### src/rtl/instr_fetch.sv
// Instruction fetch: credit-limited request stream into imem, in-order response
// buffer feeding decode, and redirect flush that drops stale in-flight responses.
module instr_fetch #(
    parameter logic [31:0] RESET_PC = 32'h0000_0000,
    parameter int          DEPTH    = 4
) (
    input  logic        clk,
    input  logic        rst_n,
    output logic        imem_req_valid,
    input  logic        imem_req_ready,
    output logic [31:0] imem_req_addr,
    input  logic        imem_rsp_valid,
    input  logic [31:0] imem_rsp_data,
    input  logic        redirect_valid,
    input  logic [31:0] redirect_pc,
    output logic        op_valid,
    input  logic        op_ready,
    output logic [31:0] op,
    output logic [31:0] op_pc
);
    localparam int AW = (DEPTH > 1) ? $clog2(DEPTH) : 1;
    localparam int CW = AW + 1;
    localparam logic [CW-1:0] CNT_ONE = CW'(1);
    localparam logic [AW-1:0] PTR_ONE = AW'(1);
    localparam logic [CW:0]   CREDITS = (CW + 1)'(DEPTH);

    logic          started;
    logic [31:0]   pc, rsp_pc;
    logic [CW-1:0] outstanding, outstanding_nxt, drop, count;
    logic [AW-1:0] wr_ptr, rd_ptr;
    logic [CW:0]   credit_used;
    logic          req_fire, push, pop;
    logic [31:0]   fifo_op [DEPTH];
    logic [31:0]   fifo_pc [DEPTH];

    // In-flight plus buffered never exceeds DEPTH, so every response has a slot.
    assign credit_used    = {1'b0, outstanding} + {1'b0, count};
    assign imem_req_valid = started & (credit_used < CREDITS) & ~redirect_valid;
    assign imem_req_addr  = {pc[31:2], 2'b00};
    assign req_fire       = imem_req_valid & imem_req_ready;
    assign push           = imem_rsp_valid & ~redirect_valid & (drop == '0);
    assign op_valid       = (count != '0) & ~redirect_valid;
    assign pop            = op_valid & op_ready;
    assign op             = fifo_op[rd_ptr];
    assign op_pc          = fifo_pc[rd_ptr];

    always_comb begin
        outstanding_nxt = outstanding;
        if (req_fire && !imem_rsp_valid)
            outstanding_nxt = outstanding + CNT_ONE;
        else if (!req_fire && imem_rsp_valid)
            outstanding_nxt = outstanding - CNT_ONE;
    end

    always_ff @(posedge clk or negedge rst_n) begin
        if (!rst_n) begin
            started     <= 1'b0;
            pc          <= RESET_PC;
            rsp_pc      <= RESET_PC;
            outstanding <= '0;
            drop        <= '0;
            count       <= '0;
            wr_ptr      <= '0;
            rd_ptr      <= '0;
        end else begin
            started     <= 1'b1;
            outstanding <= outstanding_nxt;
            if (redirect_valid) begin
                // Everything still in flight after this cycle belongs to the old path.
                pc     <= redirect_pc;
                rsp_pc <= redirect_pc;
                drop   <= outstanding_nxt;
                count  <= '0;
                wr_ptr <= '0;
                rd_ptr <= '0;
            end else begin
                if (req_fire)
                    pc <= pc + 32'd4;
                if (imem_rsp_valid && drop != '0)
                    drop <= drop - CNT_ONE;
                if (push) begin
                    rsp_pc <= rsp_pc + 32'd4;
                    wr_ptr <= wr_ptr + PTR_ONE;
                end
                if (pop)
                    rd_ptr <= rd_ptr + PTR_ONE;
                if (push && !pop)
                    count <= count + CNT_ONE;
                else if (pop && !push)
                    count <= count - CNT_ONE;
            end
        end
    end

    always_ff @(posedge clk or negedge rst_n) begin
        if (!rst_n) begin
            for (int i = 0; i < DEPTH; i++) begin
                fifo_op[i] <= '0;
                fifo_pc[i] <= '0;
            end
        end else if (push) begin
            fifo_op[wr_ptr] <= imem_rsp_data;
            fifo_pc[wr_ptr] <= rsp_pc;
        end
    end
endmodule
### config.mk
export PLATFORM = sky130hd
export DESIGN_NAME = instr_fetch
export DESIGN_NICKNAME = d
export VERILOG_FILES = /design/src/rtl/instr_fetch.sv
export SDC_FILE = /design/constraint.sdc
export NUM_CORES = 1
export LEC_CHECK = 0
export BUFFER_PORTS_ARGS = -buffer_cell sky130_fd_sc_hd__buf_2
export CORE_ASPECT_RATIO = 1.75
export CORE_MARGIN = 2
export CORE_UTILIZATION = 59
export CTS_CLUSTER_DIAMETER = 80
export CTS_CLUSTER_SIZE = 14
export DETAILED_ROUTE_END_ITERATION = 8
export PLACE_DENSITY = 0.88
export SETUP_SLACK_MARGIN = 0.3
export SLEW_MARGIN = 10
export SYNTH_ARGS = -nofsm -noshare
export SYNTH_HDL_FRONTEND = slang
export SYNTH_SLANG_ARGS = --single-unit
### constraint.sdc
create_clock -name clk -period 2.65 [get_ports clk]
set_input_delay 0.265 -clock clk [delete_from_list [all_inputs] [get_ports clk]]
set_output_delay 0.265 -clock clk [all_outputs]
set_load 0.05 [all_outputs]
-- Yosys cells after proc, flatten, opt, wreduce, memory -nomap -nowiden
Cells that the tools add are included.
- $add $sub $neg: 10
- magnitude comparators: 4
- muxes and demuxes: 25
- bitwise gates (word level): 10
- reductions and logical operators: 18
- operators with widths (kind ; number):
    $mux 32 ; 9
    $bwmux 128 ; 2
    $bmux 32 s2 ; 2
    $add 32x3->32 const B ; 2
    $demux 32 s2 ; 1
    $mux 3 ; 7
    $reduce_bool 3->1 ; 3
    $sub 3x1->3 const B ; 3
    $mux 2 ; 4
    $reduce_bool 2->1 ; 4
    $and 1x1->1 ; 7
    $add 3x1->3 const B ; 2
    $ge 3x3->1 const B ; 2
    $logic_and 1x1->1 ; 6
    $not 2->3 ; 2
    $add 2x1->2 const B ; 2
    $add 3x3->4 ; 1
    $logic_not 1->1 ; 4
    $lt 4x3->1 const B ; 1
    $logic_not 3->1 ; 1
    $lt 3x1->1 const B ; 1
    $not 1->1 ; 1
- register bits: 334
- input port bits: 70
- logic and storage cells: 83

-- Logic depth before layout (Yosys ltp)
- depth after elaboration: 10
- gate-level depth with buffers: 10

-- Worst setup path before layout
OpenSTA, ideal clock, no wires.
- path kind: register -> register
- start point: register pc[2]
- end point: register pc[18]
- setup time: 0.159 ns
- arrival: 1.999 ns
- setup slack: 0.492 ns
- stages on the path, launching flop included: 7
- path buffers: 0
- path through: dfrtp_1 ha_1 nand3_1 nor4_2 nand2_1 o211ai_1 o311ai_0
- word-level cells in the longest chain between the ends: 3
- ends and longest elaborated chain (element ; RTL line ; RTL):
    start: declaration ; 28 ; logic [31:0] pc, rsp_pc;
    start signal: assignment ; 70 ; pc <= redirect_pc;
    start signal: assignment ; 78 ; pc <= pc + 32'd4;
    $add 32x3->32 ; 78 ;
    $mux 32 ; 77 ; if (req_fire)
    $mux 32 ; 68 ; if (redirect_valid) begin
Every way passes these cells. The select of a mux whose other input is x is not followed.
A chain may end at the register's enable or synchronous reset.

-- Worst setup path after layout
- start point: register rd_ptr[0]
- end point: output op_pc[20]
- word-level cells in the longest chain between the ends: 4
- ends and longest elaborated chain (element ; RTL line ; RTL):
    start: declaration ; 30 ; logic [AW-1:0] wr_ptr, rd_ptr;
    start signal: assignment ; 86 ; rd_ptr <= rd_ptr + PTR_ONE;
    $not 2->3 (not written as such) ; 45 ; assign op_pc = fifo_pc[rd_ptr];
    $bmux 32 s2 ; 45 ;
    $mux 32 (not written as such) (2 in a row) ; 45 ;
    end: declaration ; 19 ; output logic [31:0] op_pc
Every way passes these cells. The select of a mux whose other input is x is not followed.

==> metrics.yaml <==
status: "finished, final reports clean"
critPathLaunch: "rd_ptr[0]"
nFillCells: 1657
antenna_found_initial: 1
period_share: 0.881
synth-warning-count: 0
vias: 10100
ys_seq_area_frac: 0.542
drtPass1Iterations: 5
wl_met1_mm: 13.2
clkSlewWorstSetupHoldPaths_ns: 0.07
core_area_um2: 25800
final_util: 0.701
drt-initial-drc-count: 667
timing.fmax_mhz: 428
hold_start: "imem_rsp_data[20]"
drc: 0
hold_path_end: "fifo_op[52]"
finalHoldViolations: 0
whs_ns: 0.0207
hold_class: "input pin to register"
worstSetupEndpointType: "output port"
gp_congestion: 0.930
cp_cell_sequence: "buf_12 > clkbuf_16 > mux4_2 > buf_6"
reg2reg_from: "outstanding[2]"
dieWidth_um: 126
io_pins: 168
io_buffers: 165
critPathMaxFanout: 6
grt_pass1_wl_mm: 56.8
cts.sinks: 332
critical_path_buf_inv_count: 3
gr-total-overflow: 0
synth_top_area_share: 0.542
slowest_delay_ns: 0.57
p_total_uw: 17200
num_rows: 78
drive_gt1_frac: 0.446
fin_tns_setup_ns: 0
synth_edf_count: 0
syn_to_final_growth_pct: 17.8
die_area_um2: 27400
reg2reg_to: "pc[16]"
slew-limit-headroom: 0.520
track_usage: 0.260
routedWlPerCell_um: 21.8
grt_max_degree: 82
netlist.top_cell.by_area: "dfrtp_1"
synthArstFlopShare: 1.00
wl_met2_mm: 19.4
netlist_area_um2: 15300
tightest_slew_ns: 0.717
power.density_nw_per_um2: 951
final_cell_mix: "dfrtp_1 (330), mux2_2 (263), buf_2 (146)"
postRouteAntennaNets: 0
wl_met3_mm: 1.59
worstSkewPairLatency_ns: 0.55
reg2regPathDepth: 5
synth_top_flop_cell: "dfrtp_1"
syn_avg_cell_area_um2: 14.0
worst_ir_drop_vdd_mv: 0.607
min_period_ns: 2.33
arrival_ns: 2.07
ys_top_cells_by_area: "dfrtp_1 (54%), mux2_2 (19%), mux4_2 (9.4%), nand2_1 (1.5%), xor2_1 (1.5%)"
reg2reg_slack_ns: 0.32
ys_ff_latch: 332
synth_cell_types: 58
critPathSlowestCell: "mux4_2"
leakagePower_uw: 0.00852
cts_buffer_depth: 3
syn_inst: 1097
finalSetupViolCount: 0
final_max_slew_viol_count: 0
cts_buffers: 27
worstSetupPathType: "register to output port"
finalNetCount: 1386
path_delay_family: "multiplexers"
htreeDepth: 1
required_ns: 2.38
layout_commonest_cell: "dfrtp_1"
first_global_vias: 10900
cp-start-kind: "register"
drt-vias-per-instance: 6.20
cts_root_buffer: "clkbuf_16"
top_layer_used: "met4"
rsz0062_at_grt: "true"
wl_mm: 35.5
hold_path_depth: 2
initial_core_util: 0.595
dp_hpwl_mm: 22.5
die_y_um: 217
cts_tree: "yes"
fin_worst_skew_ns: 0.0210
maxCapViolCount: 0
## final cells by class
class                      instances  area, um2  share of cell area
multi-input combinational        679       6730               0.372
inverter                          14       52.6             0.00291
tap                              320        400              0.0222
clock buffer                      28        679              0.0376
sequential                       332       8310               0.460
timing repair buffer             249       1860               0.103
clock inverter                     2       38.8             0.00215
antenna                            1       2.50            0.000138
## what timing repair did
| action | CTS | global route |
|---|---|---|
| hold buffers | 48 | 0 |
| endpoints found under the setup margin | 20 | 66 |
| hold endpoints to repair | 191 | 0 |
| buffers inserted | 0 | 2 |
| gates resized for setup | 6 | 45 |
| pin swaps | 0 | 2 |
| cloned | 0 | 3 |
## cells in the mapped netlist (15+ instances only)
cell type / n
mux2_2: 263
clkbuf_1: 53
xor2_1: 26
nand3_1: 34
nand2_1: 63
dfrtp_1: 332
nor2_1: 25
nor3_1: 15
xnor2_1: 20
nand4_1: 19
mux4_2: 64
o21ai_0: 29
## power by group
| part | internal, uW | leakage [uW] | switching, uW | total [uW] |
|---|---|---|---|---|
| Clock | 1900 | 0.000353 | 1700 | 3600 |
| Sequential | 5970 | 0.00437 | 669 | 6640 |
| Combinational | 2680 | 0.00379 | 4270 | 6940 |
## through the flow
stage	setup slack [ns]	cells	instance area [um2]
6_report	0.316	1625	18100
5_1_grt	0.253	1625	18100
4_1_cts	0.258	1619	17900
3_5_place_dp	0.335	1541	16700
3_3_place_gp	0.391	1541	16700
2_1_floorplan	0.492	1098	15300
## registers in the layout, indices dropped and copies added, names as in the netlist
register and count:
count 3, started 1, rsp_pc 32, pc 30, fifo_pc 128, rd_ptr 2, wr_ptr 2, drop 3
fifo_op 128, outstanding 3
## worst max-delay path by stage
stage	depth (start not counted)	endpoint	slack (ns)
after detailed placement	7	rsp_pc[29]	0.33
after global routing	3	op_pc[21]	0.25
final	4	op_pc[20]	0.32
after floorplan	6	pc[18]	0.49
after CTS	3	op_pc[20]	0.26
after global placement	7	rsp_pc[27]	0.39
## worst reg2reg max path: cells and delay by family, from the launching register on
family / cells / cell delay (ns)
DFF: 1 / 0.45
AOI/OAI and AO/OA: 1 / 0.47
adders and majority gates: 1 / 0.28
and+or+nand+nor: 2 / 0.66
buffers and inverters: 1 / 0.33
## logic make-up after synthesis
family	after synthesis	synth area share
muxes	329	0.288
xor gates and xnor gates	46	0.0263
DFF	332	0.542
and+or+nand+nor	202	0.0720
AOI/OAI and AO/OA	86	0.0371
other	2	0.000490
buffers and inverters	87	0.0229
adders and majority gates	13	0.0111
## routing by layer
metal | global-route usage | vias up
li1 | - | 4419
met1 | 0.310 | 5212
met2 | 0.478 | 368
met3 | 0.0231 | 75
met4 | 0.114 | 0
met5 | 0 | -
Power figures use the tool's default switching activity.
